File: src/rtl/serializer.sv
// Wide-frame to word-stream serializer with ready/valid handshakes on both sides.
// Accepts a new frame on the same edge the last word leaves, so back-to-back frames have no bubble.
module serializer #(
  parameter int WIDTH         = 8,
  parameter int NUM_WORDS     = 4,
  parameter bit LITTLE_ENDIAN = 1'b1
) (
  input  logic                       clk,
  input  logic                       i_reset_n,
  input  logic [NUM_WORDS*WIDTH-1:0] i_data,
  input  logic                       i_dv,
  output logic                       o_ready,
  input  logic                       i_ready,
  output logic [WIDTH-1:0]           o_data,
  output logic                       o_dv,
  output logic                       o_last,
  output logic                       o_drop
);

  localparam int              CNT_W    = $clog2(NUM_WORDS);
  localparam logic [CNT_W-1:0] LAST_CNT = CNT_W'(NUM_WORDS - 1);

  typedef enum logic {
    IDLE  = 1'b0,
    SHIFT = 1'b1
  } state_t;

  state_t                           state;
  logic [CNT_W-1:0]                 cnt;
  logic [NUM_WORDS-1:0][WIDTH-1:0]  frame;
  logic [CNT_W-1:0]                 word_idx;
  logic                             last_word;
  logic                             xfer;
  logic                             accept;

  assign o_dv      = (state == SHIFT);
  assign last_word = (cnt == LAST_CNT);
  assign xfer      = o_dv && i_ready;
  assign o_last    = o_dv && last_word;

  // NOTE: o_ready is gated by the reset input itself so upstream sees "not ready"
  // the instant reset asserts, not one edge later.
  assign o_ready = i_reset_n && ((state == IDLE) || (xfer && last_word));
  assign accept  = i_dv && o_ready;

  // Big-endian walks the frame from the top word down using the same counter.
  assign word_idx = LITTLE_ENDIAN ? cnt : (LAST_CNT - cnt);
  assign o_data   = frame[word_idx];

  // NOTE: the frame register is reset too, so o_data reads zero during reset
  // rather than leaking the discarded frame.
  always_ff @(posedge clk or negedge i_reset_n) begin
    if (!i_reset_n) begin
      state  <= IDLE;
      cnt    <= '0;
      frame  <= '0;
      o_drop <= 1'b0;
    end else begin
      o_drop <= i_dv && !o_ready;
      if (accept) begin
        frame <= i_data;
        cnt   <= '0;
        state <= SHIFT;
      end else if (xfer) begin
        if (last_word) begin
          cnt   <= '0;
          state <= IDLE;
        end else begin
          cnt <= cnt + 1'b1;
        end
      end
    end
  end

endmodule

File: config.mk
export PLATFORM = sky130hd
export DESIGN_NAME = serializer
export DESIGN_NICKNAME = d
export VERILOG_FILES = /design/src/rtl/serializer.sv
export SDC_FILE = /design/constraint.sdc
export NUM_CORES = 1
export LEC_CHECK = 0
export BUFFER_PORTS_ARGS = -buffer_cell sky130_fd_sc_hd__buf_2
export CORE_MARGIN = 5
export CORE_UTILIZATION = 40
export DETAILED_ROUTE_END_ITERATION = 7
export GPL_ROUTABILITY_DRIVEN = 0
export PLACE_DENSITY_LB_ADDON = 0.15
export SYNTH_ARGS = -nofsm -noshare
export SYNTH_HDL_FRONTEND = slang
export SYNTH_SLANG_ARGS = --single-unit
File: constraint.sdc
create_clock -name clk -period 4.2 [get_ports clk]
set_input_delay 0.21 -clock clk [delete_from_list [all_inputs] [get_ports clk]]
set_output_delay 0.21 -clock clk [all_outputs]
set_load 0.005 [all_outputs]
Yosys cells after proc, flatten, opt, wreduce, memory -nomap -nowiden
Cells that the tools add are included.
{ "classes": {"add_sub_neg": 1, "n_lt_le_gt_ge": 1, "eq_ne": 1, "muxes": 8, "bitwise": 1, "n_reduce_logical": 11} }
{ "op_table": {"columns": ["op", "count"], "rows": [
  ["binary-select mux 8 bit (select 2 bit)", 1],
  ["2-to-1 mux 8 bit", 1],
  ["logical AND 1 bit", 6],
  ["2-to-1 mux 2 bit", 3],
  ["nonzero test 2 bit", 2],
  ["< comparator 2 x 3 -> 1 bit, second input constant", 1],
  ["2-to-1 mux 1 bit", 3],
  ["adder 2 x 1 -> 2 bit, second input constant", 1],
  ["== test 2 bit, second input constant", 1],
  ["AND reduction 2 bit", 1],
  ["zero test 1 bit", 1],
  ["logical OR 1 bit", 1],
  ["NOT 1 bit", 1]
]} }
{ "totals": {"reg_bits": 36, "word_cells": 30} }

Logic depth before layout (Yosys ltp)
Gate-level depths: netlist (run 1).
{ "depth": {"word_depth": 7, "depth_mapped": 6, "mapped_depth_nobuf": 4} }

Least setup slack after synthesis (run 1)
No wires, ideal clock.
{ "synth_timing": {"path_type": "register -> register", "from": "reg cnt[0]", "to": "reg frame[0] (netlist bit)", "setup_ns": 0.125, "arrival_time_ns": 1.461, "required_time_ns": 4.075, "setup_slack_ns": 2.614, "path_stages_with_launch": 7, "synth_period_minus_slack_ns": 1.586, "cell_sequence": "dfrtp_1 ha_1 a21bo_2 nor2b_4 buf_6 buf_12 mux2_4"} }
{ "synth_via": {"elab_chain_len": 5} }
{ "synth_lines": {"columns": ["item", "line", "text"], "rows": [
  ["from (decl)", "29", "logic [CNT_W-1:0] cnt;"],
  ["from (signal assigned)", "69", "cnt <= cnt + 1'b1;"],
  ["== test 2 bit", "37", "assign last_word = (cnt == LAST_CNT);"],
  ["logical AND 1 bit", "43", "assign o_ready = i_reset_n && ((state == IDLE) || (xfer && last_word));"],
  ["logical OR 1 bit", "43", null],
  ["logical AND 1 bit", "43", null],
  ["logical AND 1 bit", "44", "assign accept = i_dv && o_ready;"],
  ["to (signal assigned)", "61", "frame <= i_data;"],
  ["to (decl)", "30", "logic [NUM_WORDS-1:0][WIDTH-1:0] frame;"]
]} }
No other way between the ends.
A chain may end at the register's enable or synchronous reset.

Worst setup path in the final report (run 1)
{ "layout_timing": {"from": "reg cnt[0]", "to": "reg frame[7] (netlist bit)"} }
Same word-level chain as after synthesis.

==> reports/summary.md, run 1 <==
The core region is 4086 µm². Post-place setup slack: 1447 ps. The post-synthesis mux area share works out to 0.3797.

Across the VDD grid, the largest voltage drop is 0.2595 mV. After clock tree synthesis, the repair step resized 0 gates. The flow ran to the end, and the final reports show no timing, DRC or antenna violations. Across all layers, the routed design uses 969 vias.

In this run the count of I/O pins placed on the die edge is 48. The share of layout cells above drive strength 1 works out to 0.6689. The area share of and/or/nand/nor cells after synthesis came out at 0.03623. The routed length per placed instance works out to 16.69 µm. The tree is rooted in a clkbuf_8.

The maximum fanout count along the critical path was 24; the reported max-cap violation count was 0. The run gives 0.1297 as the overall fraction of global-route tracks in use. The maximum frequency from static timing analysis was 367.9 MHz; the number of register bits inferred by synthesis was 36. From bottom edge to top edge, the die measures 75.70 µm. For the detailed-routing iteration count for the pre-antenna-repair pass, the log shows 4. The main combinational cell family by area after synthesis was multiplexers.

Average footprint of a synthesized cell: 17.80 µm². From synthesis to final layout, the design area changed by 18.55%. Data on the critical path arrives at its endpoint at 2880 ps. The min-delay analysis places its worst path in the category primary input to register. The clock reaches the later pin of the worst-skew pair after 280 ps.

Clock-pin slew was measured on the worst setup and hold paths at 70 ps. The count of hold-fix buffers inserted at cts is 1. After detailed routing, the number of vias per cell comes to 4.894. For this block, the initial DRC count from the detailed router was 35.

Entering global routing, the biggest net connects 39 pins. The sequential cell area fraction in the yosys report came out at 0.5217. Number of max-slew violations in the final report: 0.

In this run the post-CTS setup repair buffer count came out at 0. The routed design has 3304 µm of wire. After layout, the worst setup slack is 1482 ps.

Setup repair after global routing left no endpoint under its margin. Post-synthesis adder-cell area fraction: 0.007246. In this run the tool buffered the top-level ports with 47 buffer cells. STA puts the critical path data required time at 4370 ps.

The global-route track usage on met1 is 0.1749, and the final-stage net count is 185. The first global-routing pass estimated 5361 µm of wire. Synthesis produced 97 cells. The H-tree was split into 2 levels. For the relative max-transition margin, the log shows 0.4273. STA classifies the critical path startpoint as a register. met2 is the most crowded layer. Number of hold violations in the final report: 0. The number of antenna violations at the first check in global routing was 0; the clock tree skew after final layout was 5.036 ps.

The final cycle utilization of the critical path is 0.6471, and the remaining global-route overflow is 0. In this run the core area contains 23 standard-cell rows. The maximum buffer depth of the clock tree is 2.

Xor and xnor area share after synthesis: 0. Summed over all failing endpoints, the final setup total negative slack is 0 ps. Detailed placement ended at an HPWL of 2355 µm. The number of buffers created by CTS is 5. TritonCTS built the clock tree.

Setup violations remaining at the end of the flow were counted as 0. The number of nets handed over by synthesis was 134. The shortest period the worst path allows came out at 2718 ps. The global-route met2 utilization came out at 0.1937. The analysis attributes to cell leakage a power of 0.9833 nW. For this design, the sink count on the clock tree is 36. The Yosys step of the flow raised 0 warnings. Antenna diode count: 0.

The tools report the number of distinct library cells after synthesis as 18. For the via count of the first global-routing pass, the log shows 1078. The die is 75.70 µm wide.

STA classifies the critical path endpoint as a register. The worst setup path is of the register to register kind. The global-route track usage on met3 came out at 0.03826.

The run gives 0.4225 as the starting utilization of the core area. The count of nets left with antenna violations once routing finished came out at 0. The reg-to-reg setup timing slack was 1480 ps; the synthesized-area fraction occupied by ao, oa, aoi and oai cells was 0.008696. The area of the multi-input gates is 745.7 µm².

In the routed design, unresolved DRC markers number 0. The area occupied by registers was 900.9 µm². The die area was 5730 µm². The power per cell area works out to 717.9 nW/µm². At the pin with the least slew margin, the transition time is 857.3 ps. The cell area that synthesis handed to floorplanning was 1727 µm².

Fill cells in the final layout number 356.
==> kinds of logic after synthesis <==
logic type	Yosys count
buffers and inverters	6
adders and majority gates	1
DFF	36
muxes	41
AOI/OAI and AO/OA	2
and+or+nand+nor	11
==> power by group <==
part           internal [mW]  switching [mW]  total [mW]  leakage (nW)
sequential             0.517           0.132       0.649         0.431
combinational          0.425           0.166       0.592         0.511
clock                  0.113           0.116       0.228        0.0410
total                   1.06           0.414        1.47         0.983
==> metrics by stage <==
stage / hold WS [ps] / instances / area [µm²] / power [mW] / utilization
2_1_floorplan: -85.59 / 97 / 1727 / 1.086 / -
3_3_place_gp: 274.9 / 190 / 1959 / 1.231 / 0.4795
3_5_place_dp: 284.7 / 190 / 1959 / 1.258 / 0.4795
4_1_cts: 144.7 / 198 / 2047 / 1.496 / 0.5009
5_1_grt: 144.0 / 198 / 2047 / 1.570 / 0.5009
6_report: 154.6 / 198 / 2047 / 1.469 / 0.5009
==> cell usage after synthesis, drive strengths merged <==
master,number,area share
buf,6,0.046
a21oi,1,0.0029
mux4,8,0.10
mux2i,1,0.0058
and2,2,0.0087
mux2,32,0.27
nand2,4,0.0087
nor2b,2,0.012
ha,1,0.0072
nand3,1,0.0029
a21bo,1,0.0058
nor2,2,0.0043
dfrtp,36,0.52
==> cell usage in the layout, fill, tap and decap left out, drive strengths merged <==
cell type / instances
nand3: 1
nor2: 2
mux2i: 1
a21oi: 1
a21bo: 1
nand2: 4
dlygate4sd3: 1
nor2b: 2
clkinv: 1
ha: 1
dfrtp: 36
buf: 49
clkbuf: 6
and2: 2
mux4: 8
mux2: 32
==> critical path: stages (launching register included) <==
cell and delay [ps]:
dfrtp_1 730, ha_1 290, a21bo_2 160, nor2b_4 710
buf_4 370, mux2_4 330
==> routing by layer <==
| layer | part of all wire | vias to the layer above | wire length [µm] |
|---|---|---|---|
| met5 | 0 | - | 0 |
| met4 | 0.019 | 0 | 63 |
| met1 | 0.46 | 481 | 1535 |
| li1 | - | 448 | - |
| met2 | 0.45 | 33 | 1492 |
| met3 | 0.064 | 7 | 213 |
==> layout make-up <==
type | count | share of cell area
Tap cell | 50 | 0.03056
Clock inverter | 1 | 0.002445
Clock buffer | 6 | 0.03545
Timing Repair Buffer | 50 | 0.1271
Multi-Input combinational cell | 55 | 0.3643
Sequential cell | 36 | 0.4401
==> flip-flops by register name, indices dropped and copies added, names as in the netlist <==
| signal | cells |
|---|---|
| o_drop | 1 |
| cnt | 2 |
| o_dv | 1 |
| frame | 32 |
==> path summary, 6_finish.rpt <==
path / start / to / cells past startpoint
worst min-delay path: i_data[14] / frame[14] / 2
worst max register to register: cnt[0] / frame[7] / 5
max in group asynchronous: i_reset_n / frame[24] / 3
min in group asynchronous: i_reset_n / frame[26] / 3
worst max-delay path: cnt[0] / frame[7] / 5
worst min register to register: frame[16] / frame[16] / 1
Note: power is estimated with default switching activity, not from simulation.
==> inputs of run 2 (changes only) <==
--- a/config.mk
+++ b/config.mk
@@ -5,6 +5,7 @@
 export SDC_FILE = /design/constraint.sdc
 export NUM_CORES = 1
 export LEC_CHECK = 0
+export ABC_AREA = 1
 export BUFFER_PORTS_ARGS = -buffer_cell sky130_fd_sc_hd__buf_2
 export CORE_MARGIN = 5
 export CORE_UTILIZATION = 40
==> constraint.sdc (replaced) <==
create_clock -name clk -period 2.4 [get_ports clk]
set_input_delay 0.12 -clock clk [delete_from_list [all_inputs] [get_ports clk]]
set_output_delay 0.12 -clock clk [all_outputs]
set_load 0.005 [all_outputs]
==> run 2 against run 1 <==
Compared with the run above: non-clock buffer count increased by 1; register-to-register slack got worse by 810 ps; combinational power increased by 81%; critical path type unchanged; critical path depth increased by 1; sequential cell count unchanged; die area increased by 5.8%; sequential share of layout area decreased by 2.2 points; largest power group unchanged.
==> reports/summary.md, run 2 <==
Compared with the post-synthesis result, the final layout area differs by 17.12%. Clock input transition at the sequential cells of the worst setup and hold paths: 70 ps. The average footprint of a synthesized cell was 7.973 µm²; the relative max-transition margin was 0.5703. The placeable core region was 4414 µm². Worst stage delay on the critical path: 420 ps.

The root buffer cell chosen for the clock tree is clkbuf_8. In the routed design, unresolved DRC markers number 0. The top cell types in the final layout, fill and taps aside, are nand2_1 (92), buf_2 (47), dfrtp_1 (36), nand4_1 (32), inv_1 (21). The die span in y was 77.86 µm; the overall via count from detail_route was 1595. The number of setup buffers added after CTS is 0. The tools report the via count of the first global-routing pass as 1545. The die covers 6061 µm². Maximum buffer depth of the clock tree: 2. The H-tree was split into 2 levels. For this run, the top clock speed supported by timing is 579.3 MHz. On the critical path, the stage with the largest delay is an instance of nand3_4. The logs give 0 for the number of warnings issued by yosys and 0 for the quantity of gates resized following cts. Half-perimeter wire length after detailed placement: 2772 µm. Most common cell after layout, fill and taps aside: nand2_1.

TritonCTS built the clock tree. 0 antenna diodes ended up in the layout. Path class of the lowest-slack min-delay path: primary input to register. In the final layout, the registers with the most flip-flops are frame: 32 flops, cnt: 2 flops. Data required time of the critical path: 2570 ps.

Before antenna repair, the detailed router went through 4 iterations. The dominant cell by count in the synthesized netlist was nand2_1. By area the synthesized netlist is led by dfrtp_1 (49%), nand2_1 (19%), nand4_1 (11%). The logs give 47 for the maximum number of pins on one net before global-route repair and 5 for the number of buffers created by CTS. The number of hold violations in the final report is 0, and the total number of clock tree sinks is 36.

The later pin in the worst-skew pair is clocked with a latency of 290 ps. After technology mapping, the gate count stands at 231. The post-synth net total is 268, and the sequential cell area fraction in the yosys report is 0.4891. In this run, synthesis inferred 0 flip-flops with an integrated enable. The tools report the clock tree skew after final layout as 6.661 ps. More flip-flops sit in one register than any other, and that register is frame. In the synthesized netlist the dominant register cell turns out to be dfrtp_1. The via count normalized by instance count was 4.953. The tools report the number of DRC markers in iteration 0 as 69.

The signal on the critical path passes through ha_1 -> nand2_1 -> nand2_4 -> nand3_4 -> nand2_1 -> nand2_1. Cell repeated most along the worst path: nand2_1. The initialized floorplan defines 24 standard-cell rows.

Leakage power: 1.197 nW. After synthesis the cells add up to 1842 µm². The core occupancy in the finished layout is 0.4887. The starting utilization of the core area is 0.4172, and the worst vdd rail ir drop is 0.4519 mV. Data arrives at the worst endpoint at 1900 ps.

The fraction of synthesis flops using an asynchronous set or reset pin is 1.000, and the top-area cell type share of the netlist area is 0.4891. The run gives 313 as the cell total after placement. The final-stage net count is 306, and the first-pass GRT wire length is 7141 µm.

Synthesis instantiated 16 different standard cells from the library. Global routing finished with a remaining overflow of 0. The number of antenna violations at the first check in global routing is 0, and the power consumption is 2.577 mW. The number of buffers inserted by port buffering works out to 47.

Kind of end point of the critical path: a register. The overall fraction of global-route tracks in use was 0.1465; the routed length per placed instance was 13.21 µm. The flow ran to the end, and the final reports show no timing, DRC or antenna violations. The critical path is of the register to register type.

In this run the count of I/O pins placed on the die edge is 48. The flip-flop count of the largest register, all copies and words added was 32; the total negative slack for setup checks was 0 ps. The final cycle utilization of the critical path works out to 0.7193. Setup repair after global routing left no endpoint under its margin. The run gives 4254 µm as the total length of routed wires. The count of hold-fix buffers inserted at cts is 1. Setup violations remaining at the end of the flow were counted as 0. The tools report the reported max-cap violation count as 0.

After layout, the minimum clock period comes to 1726 ps. The floorplan die width is 77.86 µm. The number of register bits inferred by synthesis was 36; the power per cell area was 1195 nW/µm². The tools report the number of standard cells in the layout, taps in and fillers out as 322. The run gives 0 as the number of max-slew violations in the final report. The maximum fanout count along the critical path came out at 35. The cell type with the highest aggregate area in the netlist was dfrtp_1.

After synthesis, the most frequently instantiated cells are nand2_1 (92), dfrtp_1 (36), nand4_1 (32). The worst-margin pin slew was 644.6 ps. The detail route stage leaves a number of antenna-violating nets equal to 0. The element type at the critical path start is a register.

Share of layout cells above drive strength 1: 0.2148.
==> run 2: cell count changes after synthesis, sizes merged, moves of 2 or more <==
cell	delta
nand2	+89
mux2	-32
nand4	+32
inv	+21
buf	+13
mux4	-8
o211ai	+8
o21ai	+8
a21oi	+7
and2	-2
nor2b	-2
==> run 2: per-stage QoR <==
step / area, µm² / worst slack [ps] / hold slack (ps)
2_1_floorplan: 1842 / 1234 / -175.6
3_3_place_gp: 2057 / 695.7 / 130.6
3_5_place_dp: 2057 / 658.1 / 132.6
4_1_cts: 2157 / 648.6 / 76.51
5_1_grt: 2157 / 426.4 / 78.02
6_report: 2157 / 673.7 / 86.51
==> run 2: kinds of logic after synthesis <==
kind of cell	after synthesis	synth area share
compound gates	25	0.08017
flops	36	0.4891
buf+inv	41	0.1080
fa+ha+maj	1	0.006792
simple gates	128	0.3159
==> run 2: worst max-delay path: cells and delay by family, from the launching register on <==
kind,cells,cell delay (ps)
simple gates,5,1080
fa+ha+maj,1,180
flops,1,350
==> run 2: cell type report <==
class / count / area (µm²)
timing repair buffer: 51 / 280.3
inverter: 21 / 78.83
sequential: 36 / 900.9
multi-input combinational: 154 / 742.0
clock buffer: 8 / 90.09
fill: 468 / 2257
tap: 52 / 65.06
==> run 2: where the power goes <==
part           leakage [nW]  internal, mW  switching, mW  total [mW]
combinational         0.705         0.417          0.649        1.07
sequential            0.446         0.906          0.163        1.07
clock                0.0455         0.234          0.208       0.443
==> run 2: worst paths after layout <==
kind,from,to,slack (ps),cells past startpoint
min in group asynchronous,i_reset_n,frame[30],350,2
max in group asynchronous,i_reset_n,frame[1],1450,3
min,i_data[13],frame[13],90,3
min reg2reg,frame[1],frame[1],470,2
max reg2reg,cnt[0],frame[16],670,6
max,cnt[0],frame[16],670,6
==> run 2: per-layer routing <==
layer / track usage / up-vias / wire (µm)
met5: 0 / - / 0
met1: 0.1858 / 729 / 2017
met3: 0.04167 / 5 / 202
met4: 0.06186 / 0 / 60
li1: - / 831 / -
met2: 0.2329 / 30 / 1974
